`src/rtl/msc_pkg.sv`:
```
// Shared definitions for the USB Mass Storage Bulk-Only Transport handler:
// wrapper signatures, FSM state codes and CSW status codes.
package msc_pkg;

  localparam logic [31:0] CBW_SIGNATURE = 32'h4342_5355;
  localparam logic [31:0] CSW_SIGNATURE = 32'h5342_5355;

  typedef enum logic [7:0] {
    ST_IDLE    = 8'd0,
    ST_CBW     = 8'd1,
    ST_CMD     = 8'd2,
    ST_EXEC    = 8'd3,
    ST_DATA_IN = 8'd4,
    ST_CSW     = 8'd5
  } msc_state_t;

  typedef enum logic [7:0] {
    CSW_PASSED      = 8'd0,
    CSW_FAILED      = 8'd1,
    CSW_PHASE_ERROR = 8'd2
  } csw_status_t;

  // Any non-GOOD SCSI status is reported to the host as a failed command.
  function automatic csw_status_t csw_status_code(input logic [7:0] scsi_status);
    return (scsi_status == 8'h00) ? CSW_PASSED : CSW_FAILED;
  endfunction

endpackage

```
`src/rtl/msc_protocol_if.sv`:
```
// Stream and command bus between the BBB handler, the USB bulk endpoints
// and the SCSI command engine. The slave view is the handler itself.
interface msc_protocol_if;

  logic [31:0]  usb_rx_data;
  logic         usb_rx_valid;
  logic         usb_rx_ready;

  logic [31:0]  usb_tx_data;
  logic         usb_tx_valid;
  logic         usb_tx_ready;

  logic [127:0] scsi_cdb;
  logic [7:0]   scsi_cdb_length;
  logic [2:0]   scsi_lun;
  logic [31:0]  scsi_transfer_length;
  logic         scsi_data_in;
  logic         scsi_valid;
  logic         scsi_ready;
  logic         scsi_done;
  logic [7:0]   scsi_status;

  logic [31:0]  data_out;
  logic         data_out_valid;
  logic         data_out_ready;

  logic [31:0]  data_in;
  logic         data_in_valid;
  logic         data_in_ready;

  modport slave (
    input  usb_rx_data, usb_rx_valid, usb_tx_ready,
    input  scsi_ready, scsi_done, scsi_status,
    input  data_out_ready, data_in, data_in_valid,
    output usb_rx_ready, usb_tx_data, usb_tx_valid,
    output scsi_cdb, scsi_cdb_length, scsi_lun, scsi_transfer_length,
    output scsi_data_in, scsi_valid,
    output data_out, data_out_valid, data_in_ready
  );

  modport master (
    output usb_rx_data, usb_rx_valid, usb_tx_ready,
    output scsi_ready, scsi_done, scsi_status,
    output data_out_ready, data_in, data_in_valid,
    input  usb_rx_ready, usb_tx_data, usb_tx_valid,
    input  scsi_cdb, scsi_cdb_length, scsi_lun, scsi_transfer_length,
    input  scsi_data_in, scsi_valid,
    input  data_out, data_out_valid, data_in_ready
  );

endinterface

```
`src/rtl/msc_cbw_parser.sv`:
```
// Collects the eight CBW words, validates the wrapper on the last word and
// latches the command fields only when the wrapper is valid.
module msc_cbw_parser
  import msc_pkg::*;
#(
  parameter int MAX_LUNS         = 4,
  parameter int MAX_SECTOR_COUNT = 128,
  parameter int SECTOR_SIZE      = 512
) (
  input  logic         clk,
  input  logic         rst,
  input  logic [31:0]  word,
  input  logic         accept,
  output logic         last,
  output logic         ok,
  output logic [31:0]  tag,
  output logic [31:0]  length,
  output logic [127:0] cdb,
  output logic [7:0]   cdb_length,
  output logic [2:0]   lun,
  output logic         data_in,
  output logic         cbw_valid,
  output logic         cbw_error
);

  localparam logic [31:0] MAX_BYTES = 32'(MAX_SECTOR_COUNT * SECTOR_SIZE);
  localparam logic [7:0]  LUN_LIMIT = 8'(MAX_LUNS);

  logic [2:0]   cnt;
  logic         sig_ok;
  logic [31:0]  tag_s, len_s, w3_s, w4_s, w5_s, w6_s;
  logic [127:0] cdb_raw, cdb_masked;
  logic         fields_ok;

  // Word position within the wrapper; wraps to 0 after the eighth word.
  always_ff @(posedge clk) begin
    if (rst) cnt <= 3'd0;
    else if (accept) cnt <= cnt + 3'd1;
  end

  // Staging of words 0..6; word 7 is consumed directly on acceptance.
  always_ff @(posedge clk) begin
    if (accept) begin
      case (cnt)
        3'd0:    sig_ok <= (word == CBW_SIGNATURE);
        3'd1:    tag_s  <= word;
        3'd2:    len_s  <= word;
        3'd3:    w3_s   <= word;
        3'd4:    w4_s   <= word;
        3'd5:    w5_s   <= word;
        3'd6:    w6_s   <= word;
        default: ;
      endcase
    end
  end

  // Validation and CDB assembly; bytes beyond the declared length read as zero.
  always_comb begin
    fields_ok = sig_ok
             && (w3_s[15:8] < LUN_LIMIT)
             && (w3_s[23:16] >= 8'd1) && (w3_s[23:16] <= 8'd16)
             && (len_s <= MAX_BYTES);
    last    = accept && (cnt == 3'd7);
    ok      = last && fields_ok;
    cdb_raw = {word[23:0], w6_s, w5_s, w4_s, w3_s[31:24]};
    cdb_masked = '0;
    for (int i = 0; i < 16; i++) begin
      if (8'(i) < w3_s[23:16]) cdb_masked[8*i +: 8] = cdb_raw[8*i +: 8];
    end
  end

  // Command fields seen by the SCSI engine change only on a valid wrapper.
  always_ff @(posedge clk) begin
    if (rst) begin
      tag        <= '0;
      length     <= '0;
      cdb        <= '0;
      cdb_length <= '0;
      lun        <= '0;
      data_in    <= 1'b0;
    end else if (ok) begin
      tag        <= tag_s;
      length     <= len_s;
      cdb        <= cdb_masked;
      cdb_length <= w3_s[23:16];
      lun        <= w3_s[10:8];
      data_in    <= w3_s[7];
    end
  end

  // Accept pulse and sticky error flag, cleared by the next wrapper's first word.
  always_ff @(posedge clk) begin
    if (rst) begin
      cbw_valid <= 1'b0;
      cbw_error <= 1'b0;
    end else begin
      cbw_valid <= ok;
      if (last && !ok) cbw_error <= 1'b1;
      else if (accept && (cnt == 3'd0)) cbw_error <= 1'b0;
    end
  end

endmodule

```
`src/rtl/msc_protocol.sv`:
```
// Bulk-Only Transport protocol handler: CBW intake, SCSI command hand-off,
// data phase relay and CSW return.
module msc_protocol
  import msc_pkg::*;
#(
  parameter int MAX_LUNS         = 4,
  parameter int MAX_SECTOR_COUNT = 128,
  parameter int SECTOR_SIZE      = 512
) (
  input  logic           clk,
  input  logic           rst,
  msc_protocol_if.slave  bus,
  output logic [7:0]     msc_state,
  output logic           cbw_valid,
  output logic           cbw_error
);

  msc_state_t   state, state_nx;
  logic         alive;
  logic [31:0]  moved;
  logic [7:0]   status_q;
  logic [1:0]   csw_idx;

  logic         cbw_phase, cbw_accept, cbw_last, cbw_ok;
  logic [31:0]  cmd_tag, cmd_length;
  logic [127:0] cmd_cdb;
  logic [7:0]   cmd_cdb_length;
  logic [2:0]   cmd_lun;
  logic         cmd_data_in;

  logic [31:0]  remain, step, csw_word;
  logic         out_window, in_window, out_xfer, in_xfer, csw_xfer;

  msc_cbw_parser #(
    .MAX_LUNS         (MAX_LUNS),
    .MAX_SECTOR_COUNT (MAX_SECTOR_COUNT),
    .SECTOR_SIZE      (SECTOR_SIZE)
  ) u_parser (
    .clk        (clk),
    .rst        (rst),
    .word       (bus.usb_rx_data),
    .accept     (cbw_accept),
    .last       (cbw_last),
    .ok         (cbw_ok),
    .tag        (cmd_tag),
    .length     (cmd_length),
    .cdb        (cmd_cdb),
    .cdb_length (cmd_cdb_length),
    .lun        (cmd_lun),
    .data_in    (cmd_data_in),
    .cbw_valid  (cbw_valid),
    .cbw_error  (cbw_error)
  );

  assign bus.scsi_cdb             = cmd_cdb;
  assign bus.scsi_cdb_length      = cmd_cdb_length;
  assign bus.scsi_lun             = cmd_lun;
  assign bus.scsi_transfer_length = cmd_length;
  assign bus.scsi_data_in         = cmd_data_in;
  assign msc_state                = state;

  // Holds the OUT stream off until the first cycle after reset is released.
  always_ff @(posedge clk) begin
    if (rst) alive <= 1'b0;
    else     alive <= 1'b1;
  end

  // Protocol state register.
  always_ff @(posedge clk) begin
    if (rst) state <= ST_IDLE;
    else     state <= state_nx;
  end

  // Byte accounting and data-phase windows; a word never counts past the length.
  always_comb begin
    remain     = cmd_length - moved;
    step       = (remain > 32'd4) ? 32'd4 : remain;
    cbw_phase  = alive && ((state == ST_IDLE) || (state == ST_CBW));
    cbw_accept = cbw_phase && bus.usb_rx_valid;
    out_window = (state == ST_EXEC) && !cmd_data_in && (moved < cmd_length);
    in_window  = (state == ST_DATA_IN) && (moved < cmd_length);
    out_xfer   = out_window && bus.usb_rx_valid && bus.data_out_ready;
    in_xfer    = in_window && bus.data_in_valid && bus.usb_tx_ready;
    csw_xfer   = (state == ST_CSW) && bus.usb_tx_ready;
    case (csw_idx)
      2'd0:    csw_word = CSW_SIGNATURE;
      2'd1:    csw_word = cmd_tag;
      2'd2:    csw_word = remain;
      default: csw_word = {24'h0, csw_status_code(status_q)};
    endcase
  end

  // Next-state decisions; completion in CMD is deliberately ignored.
  always_comb begin
    state_nx = state;
    case (state)
      ST_IDLE:    if (cbw_accept) state_nx = ST_CBW;
      ST_CBW:     if (cbw_last) state_nx = cbw_ok ? ST_CMD : ST_IDLE;
      ST_CMD:     if (bus.scsi_ready) state_nx = ST_EXEC;
      ST_EXEC: begin
        if (bus.scsi_done) begin
          if (cmd_data_in && (cmd_length != 32'd0) && (bus.scsi_status == 8'h00))
            state_nx = ST_DATA_IN;
          else
            state_nx = ST_CSW;
        end
      end
      ST_DATA_IN: if (!in_window || (in_xfer && (step == remain))) state_nx = ST_CSW;
      ST_CSW:     if (csw_xfer && (csw_idx == 2'd3)) state_nx = ST_IDLE;
      default:    state_nx = ST_IDLE;
    endcase
  end

  // Handshake and stream routing for the current phase.
  always_comb begin
    bus.usb_rx_ready   = 1'b0;
    bus.usb_tx_valid   = 1'b0;
    bus.usb_tx_data    = '0;
    bus.scsi_valid     = 1'b0;
    bus.data_out       = '0;
    bus.data_out_valid = 1'b0;
    bus.data_in_ready  = 1'b0;
    if (cbw_phase) bus.usb_rx_ready = 1'b1;
    if (state == ST_CMD) bus.scsi_valid = 1'b1;
    if (out_window) begin
      bus.data_out       = bus.usb_rx_data;
      bus.data_out_valid = bus.usb_rx_valid;
      bus.usb_rx_ready   = bus.data_out_ready;
    end
    if (in_window) begin
      bus.usb_tx_data   = bus.data_in;
      bus.usb_tx_valid  = bus.data_in_valid;
      bus.data_in_ready = bus.usb_tx_ready;
    end
    if (state == ST_CSW) begin
      bus.usb_tx_data  = csw_word;
      bus.usb_tx_valid = 1'b1;
    end
  end

  // Bytes moved in the current command, restarted while the command is offered.
  always_ff @(posedge clk) begin
    if (rst) moved <= '0;
    else if (state == ST_CMD) moved <= '0;
    else if (out_xfer || in_xfer) moved <= moved + step;
  end

  // SCSI status captured on completion for the CSW.
  always_ff @(posedge clk) begin
    if (rst) status_q <= '0;
    else if ((state == ST_EXEC) && bus.scsi_done) status_q <= bus.scsi_status;
  end

  // CSW word index, advanced on each IN handshake.
  always_ff @(posedge clk) begin
    if (rst || (state != ST_CSW)) csw_idx <= 2'd0;
    else if (csw_xfer) csw_idx <= csw_idx + 2'd1;
  end

endmodule

```
`src/flat_wrapper.sv`:
```
// flat-port wrapper written by rule: the top's interface ports become plain ports
module msc_protocol_flat import msc_pkg::*;
#(
  parameter int MAX_LUNS         = 4,
  parameter int MAX_SECTOR_COUNT = 128,
  parameter int SECTOR_SIZE      = 512
)
  (clk, rst, msc_state, cbw_valid, cbw_error, bus_usb_rx_data, bus_usb_rx_valid, bus_usb_tx_ready, bus_scsi_ready, bus_scsi_done, bus_scsi_status, bus_data_out_ready, bus_data_in, bus_data_in_valid, bus_usb_rx_ready, bus_usb_tx_data, bus_usb_tx_valid, bus_scsi_cdb, bus_scsi_cdb_length, bus_scsi_lun, bus_scsi_transfer_length, bus_scsi_data_in, bus_scsi_valid, bus_data_out, bus_data_out_valid, bus_data_in_ready);
  msc_protocol_if bus_i ();
  input  logic clk;
  input  logic rst;
  output logic [7:0] msc_state;
  output logic cbw_valid;
  output logic cbw_error;
  input wire logic [$bits(bus_i.usb_rx_data)-1:0] bus_usb_rx_data;
  input wire logic [$bits(bus_i.usb_rx_valid)-1:0] bus_usb_rx_valid;
  input wire logic [$bits(bus_i.usb_tx_ready)-1:0] bus_usb_tx_ready;
  input wire logic [$bits(bus_i.scsi_ready)-1:0] bus_scsi_ready;
  input wire logic [$bits(bus_i.scsi_done)-1:0] bus_scsi_done;
  input wire logic [$bits(bus_i.scsi_status)-1:0] bus_scsi_status;
  input wire logic [$bits(bus_i.data_out_ready)-1:0] bus_data_out_ready;
  input wire logic [$bits(bus_i.data_in)-1:0] bus_data_in;
  input wire logic [$bits(bus_i.data_in_valid)-1:0] bus_data_in_valid;
  output wire logic [$bits(bus_i.usb_rx_ready)-1:0] bus_usb_rx_ready;
  output wire logic [$bits(bus_i.usb_tx_data)-1:0] bus_usb_tx_data;
  output wire logic [$bits(bus_i.usb_tx_valid)-1:0] bus_usb_tx_valid;
  output wire logic [$bits(bus_i.scsi_cdb)-1:0] bus_scsi_cdb;
  output wire logic [$bits(bus_i.scsi_cdb_length)-1:0] bus_scsi_cdb_length;
  output wire logic [$bits(bus_i.scsi_lun)-1:0] bus_scsi_lun;
  output wire logic [$bits(bus_i.scsi_transfer_length)-1:0] bus_scsi_transfer_length;
  output wire logic [$bits(bus_i.scsi_data_in)-1:0] bus_scsi_data_in;
  output wire logic [$bits(bus_i.scsi_valid)-1:0] bus_scsi_valid;
  output wire logic [$bits(bus_i.data_out)-1:0] bus_data_out;
  output wire logic [$bits(bus_i.data_out_valid)-1:0] bus_data_out_valid;
  output wire logic [$bits(bus_i.data_in_ready)-1:0] bus_data_in_ready;
  assign bus_i.usb_rx_data = bus_usb_rx_data;
  assign bus_i.usb_rx_valid = bus_usb_rx_valid;
  assign bus_i.usb_tx_ready = bus_usb_tx_ready;
  assign bus_i.scsi_ready = bus_scsi_ready;
  assign bus_i.scsi_done = bus_scsi_done;
  assign bus_i.scsi_status = bus_scsi_status;
  assign bus_i.data_out_ready = bus_data_out_ready;
  assign bus_i.data_in = bus_data_in;
  assign bus_i.data_in_valid = bus_data_in_valid;
  assign bus_usb_rx_ready = bus_i.usb_rx_ready;
  assign bus_usb_tx_data = bus_i.usb_tx_data;
  assign bus_usb_tx_valid = bus_i.usb_tx_valid;
  assign bus_scsi_cdb = bus_i.scsi_cdb;
  assign bus_scsi_cdb_length = bus_i.scsi_cdb_length;
  assign bus_scsi_lun = bus_i.scsi_lun;
  assign bus_scsi_transfer_length = bus_i.scsi_transfer_length;
  assign bus_scsi_data_in = bus_i.scsi_data_in;
  assign bus_scsi_valid = bus_i.scsi_valid;
  assign bus_data_out = bus_i.data_out;
  assign bus_data_out_valid = bus_i.data_out_valid;
  assign bus_data_in_ready = bus_i.data_in_ready;
  msc_protocol #(.MAX_LUNS(MAX_LUNS), .MAX_SECTOR_COUNT(MAX_SECTOR_COUNT), .SECTOR_SIZE(SECTOR_SIZE)) u_core (.clk(clk), .rst(rst), .bus(bus_i), .msc_state(msc_state), .cbw_valid(cbw_valid), .cbw_error(cbw_error));
endmodule
```
`config.mk`:
```
export PLATFORM = sky130hd
export DESIGN_NAME = msc_protocol_flat
export DESIGN_NICKNAME = d
export VERILOG_FILES = /design/src/rtl/msc_pkg.sv /design/src/rtl/msc_protocol_if.sv /design/src/rtl/msc_cbw_parser.sv /design/src/rtl/msc_protocol.sv /design/src/flat_wrapper.sv
export SDC_FILE = /design/constraint.sdc
export NUM_CORES = 1
export LEC_CHECK = 0
export CAP_MARGIN = 20
export CORE_AREA = 8 8 193 195
export CTS_CLUSTER_SIZE = 16
export DETAILED_ROUTE_END_ITERATION = 10
export DIE_AREA = 0 0 201 203
export PLACE_DENSITY = 0.85
export SLEW_MARGIN = 20
export SYNTH_ARGS = -nofsm -noshare
export SYNTH_HDL_FRONTEND = slang
export SYNTH_SLANG_ARGS = --single-unit
```
`constraint.sdc`:
```
create_clock -name clk -period 9.83 [get_ports clk]
set_input_delay 1.966 -clock clk [delete_from_list [all_inputs] [get_ports clk]]
set_output_delay 1.966 -clock clk [all_outputs]
set_load 0.03 [all_outputs]
```
==> impl_metrics.tcl <==
set metrics [dict create \
    cts_tree "built" \
    ios 331 \
    fin_crit_ns 7.49 \
    die_y_um 203 \
    grt_usage_pct 29.5 \
    final_common_cell "clkdlybuf4s50_1" \
    clock_skew_ns 0.0656 \
    setup_viol 0 \
    synthArstFlopShare_pct 0 \
    p_leak_nw 9.20 \
    timing.rr.start "u_core.u_parser.length[0]" \
    synth_xor_area_share_pct 2.21 \
    max_stage_delay_ns 0.80 \
    grt_pass1_vias 16100 \
    synthAdderAreaFrac_pct 4.90 \
    vias_per_cell 6.12 \
    fillers 2357 \
    finalSetupTns_ns 0 \
    reg2reg_to "u_core.moved[30]" \
    initial_core_util_pct 57.0 \
    r2r_slack_ns 2.66 \
    slew_headroom_pct 28.2 \
    status "finished, final reports clean" \
    first_pass_iters 5 \
    pwr_density_cell_mw_per_mm2 151 \
    postSynthCellCount 1866 \
    grt_max_degree 105 \
    wl_per_cell_um 23.7 \
    setup_ws_ns 2.34 \
    p_total_mw 3.72 \
    ys_types 90 \
    wl_mm 63.1 \
    startpoint_type "flip-flop" \
    syn_area_mm2 0.0194 \
    root_buffer "clkbuf_16" \
    cp.arrival_ns 5.53 \
    gp_congestion 1.01 \
    synth-simple-area-share_pct 14.9 \
    hold_violations 0 \
    antenna_cells 0 \
    worstPathRequired_ns 7.86 \
    antenna_left 0 \
    yosysWarnings 0 \
    h-tree-depth 2 \
    dpl_worst_slack_ns 2.93 \
    cts_resized 0 \
    rsz0062_at_grt "false" \
    antenna_found_initial 0 \
    seq_area_frac_synth_pct 55.0 \
    worst_pin_slew_ns 1.08 \
    crit_path_cell_trace "inv_1 -> ha_1 -> nand2_1 -> o21ai_0 -> nand3_1 -> a31oi_1 -> o2111a_1 -> o21a_1 -> o21ai_0 -> nor4b_4 -> buf_4 -> nand2_1 -> o21ai_0 -> clkdlybuf4s50_1" \
    hold_path_depth 1 \
    syn_to_final_growth_pct 26.3 \
    die_area_mm2 0.0408 \
    num_rows 68 \
    post_cts_buffers 0 \
    grt_pass1_wl_mm 95.3 \
    synth_compound_area_share_pct 18.9 \
    hp-class "reg -> reg" \
    finalMaxSlewViolations 0 \
    slowest_stage "nor4b_4" \
    cts_buffer_depth 3 \
    synth_top_family_by_area "compound AO/OA/AOI/OAI gates" \
    dp.final_hpwl_mm 44.7 \
    drt_iter0_markers 1516 \
    regArea_mm2 0.0107 \
    grt_overflow_total 0 \
    port_buffers 325 \
    vias 16300 \
    rr_worst_depth 27 \
    synthMuxAreaShare_pct 0.631 \
    finalCritPeriodShare_pct 76.2 \
    hold_buffers 0 \
    crit_path_frequent_cell "o21ai_0" \
    synth_edf_count 186 \
    nets 2333 \
    synth-main-ff-cell "dfxtp_1" \
    vdd_drop_max_mv 0.167 \
    cap_violations 0 \
    drcViolationCount 0 \
    drive_gt1_share_pct 5.38 \
    cts.sinks 441 \
    fmax_mhz 133 \
    syn_avg_cell_area_um2 10.4 \
    insertion_delay_ns 0.58 \
    end_kind "primary output" \
    core_area_mm2 0.0341 \
    path_class "reg -> out" \
    min_from "u_core.u_parser.w5_s[28]" \
    clk_pin_slew_worst_paths_ns 0.06 \
    cts_buffers 44 \
    die_w_um 201 \
    final_cell_mix "clkdlybuf4s50_1, nand2_1, dfxtp_1" \
    cp_max_fo 28 \
    whs_endpoint "u_core.u_parser.cdb[68]" \
    multi_input_area_mm2 0.00824 \
    ys_ff_latch 441 \
]
## critical path: cells and delay by family, from the launching register on
family / cells / cell delay, ns
AO/OA/AOI/OAI: 6 / 1.75
buffers and inverters: 3 / 1.20
AND/OR/NAND/NOR: 4 / 1.18
adder cells (fa/ha/maj): 1 / 0.46
flip-flops: 1 / 0.38
## state kept, by name, indices dropped and copies added, names as in the netlist, named ones only
name and cells:
u_core.moved 31, u_core.u_parser.cbw_error 1, u_core.u_parser.data_in 1, u_core.u_parser.cdb 128
u_core.u_parser.length 32, u_core.csw_idx 2, u_core.u_parser.cdb_length 8, u_core.u_parser.len_s 32
u_core.msc_state 3, u_core.alive 1, u_core.u_parser.sig_ok 1, u_core.u_parser.w6_s 32
u_core.u_parser.w5_s 32, u_core.u_parser.lun 3, u_core.u_parser.cbw_valid 1, u_core.u_parser.tag_s 32
u_core.u_parser.tag 32, u_core.u_parser.w4_s 32, u_core.status_q 8, u_core.u_parser.cnt 3
u_core.u_parser.w3_s 25
## cells in the mapped netlist (9+ instances only)
cell type	number	share of area (%)
a211oi_1	16	0.62
a21o_1	32	1.2
a21oi_1	161	4.1
a221oi_1	9	0.41
a22o_1	114	5.1
a22oi_1	13	0.50
a31oi_1	11	0.35
and2_1	46	1.5
and3_1	33	1.1
buf_2	15	0.39
clkbuf_1	83	1.6
dfxtp_1	255	26
edfxtp_1	186	29
ha_1	73	4.7
inv_1	60	1.2
mux2i_1	10	0.51
nand2_1	265	5.1
nand3_1	31	0.80
nand4_1	26	0.84
nor2_1	73	1.4
nor2b_1	10	0.32
nor3_1	22	0.57
nor4_1	32	1.0
o211ai_1	13	0.50
o21ai_0	71	1.8
or3_1	13	0.42
xnor2_1	29	1.3
xor2_1	20	0.90
## power breakdown
part / switching [mW] / internal [mW]
Sequential: 0.00464 / 1.91
Clock: 0.710 / 0.966
Combinational: 0.0775 / 0.0452
## metrics by stage
| step | instances | utilization [%] | hold slack (ns) | area (um2) |
|---|---|---|---|---|
| after floorplan | 1898 | - | 0.431 | 19600 |
| after global placement | 2586 | 67.7 | 0.438 | 23100 |
| after detailed placement | 2586 | 67.7 | 0.442 | 23100 |
| after CTS | 2666 | 71.9 | 0.442 | 24500 |
| after global routing | 2667 | 72.0 | 0.466 | 24600 |
| final | 2667 | 72.0 | 0.436 | 24600 |
## cell families after synthesis
group                      after synthesis
and+or+nand+nor                        594
AOI/OAI and AO/OA                      527
muxes                                   12
adders and majority gates               75
buffers and inverters                  167
DFF                                    441
xor gates and xnor gates                49
other                                    1
## routing by layer
layer | vias to the layer above | routed length (um) | track usage [%]
li1 | 7453 | - | -
met1 | 7922 | 24600 | 36.5
met2 | 818 | 30600 | 49.7
met3 | 136 | 5850 | 7.41
met4 | 0 | 2080 | 10.3
met5 | - | 0 | 0
## layout make-up
type	instances	area share, %
Clock buffer	64	5.07
Inverter	61	0.932
Timing Repair Buffer	340	13.8
Sequential cell	441	43.5
Clock inverter	16	0.815
Multi-Input combinational cell	1290	33.6
Tap cell	455	2.32
## worst max-delay path by stage
stage / start / to / depth (start not counted)
floorplan: u_core.u_parser.length[0] / u_core.moved[30] / 26
global placement: u_core.u_parser.length[0] / u_core.moved[30] / 26
detailed placement: u_core.moved[1] / u_core.moved[30] / 25
CTS: u_core.moved[8] / bus_usb_tx_data[14] / 14
global route: u_core.moved[8] / bus_usb_tx_data[11] / 14
finish: u_core.moved[8] / bus_usb_tx_data[14] / 14
(Power assumes the default switching activity.)
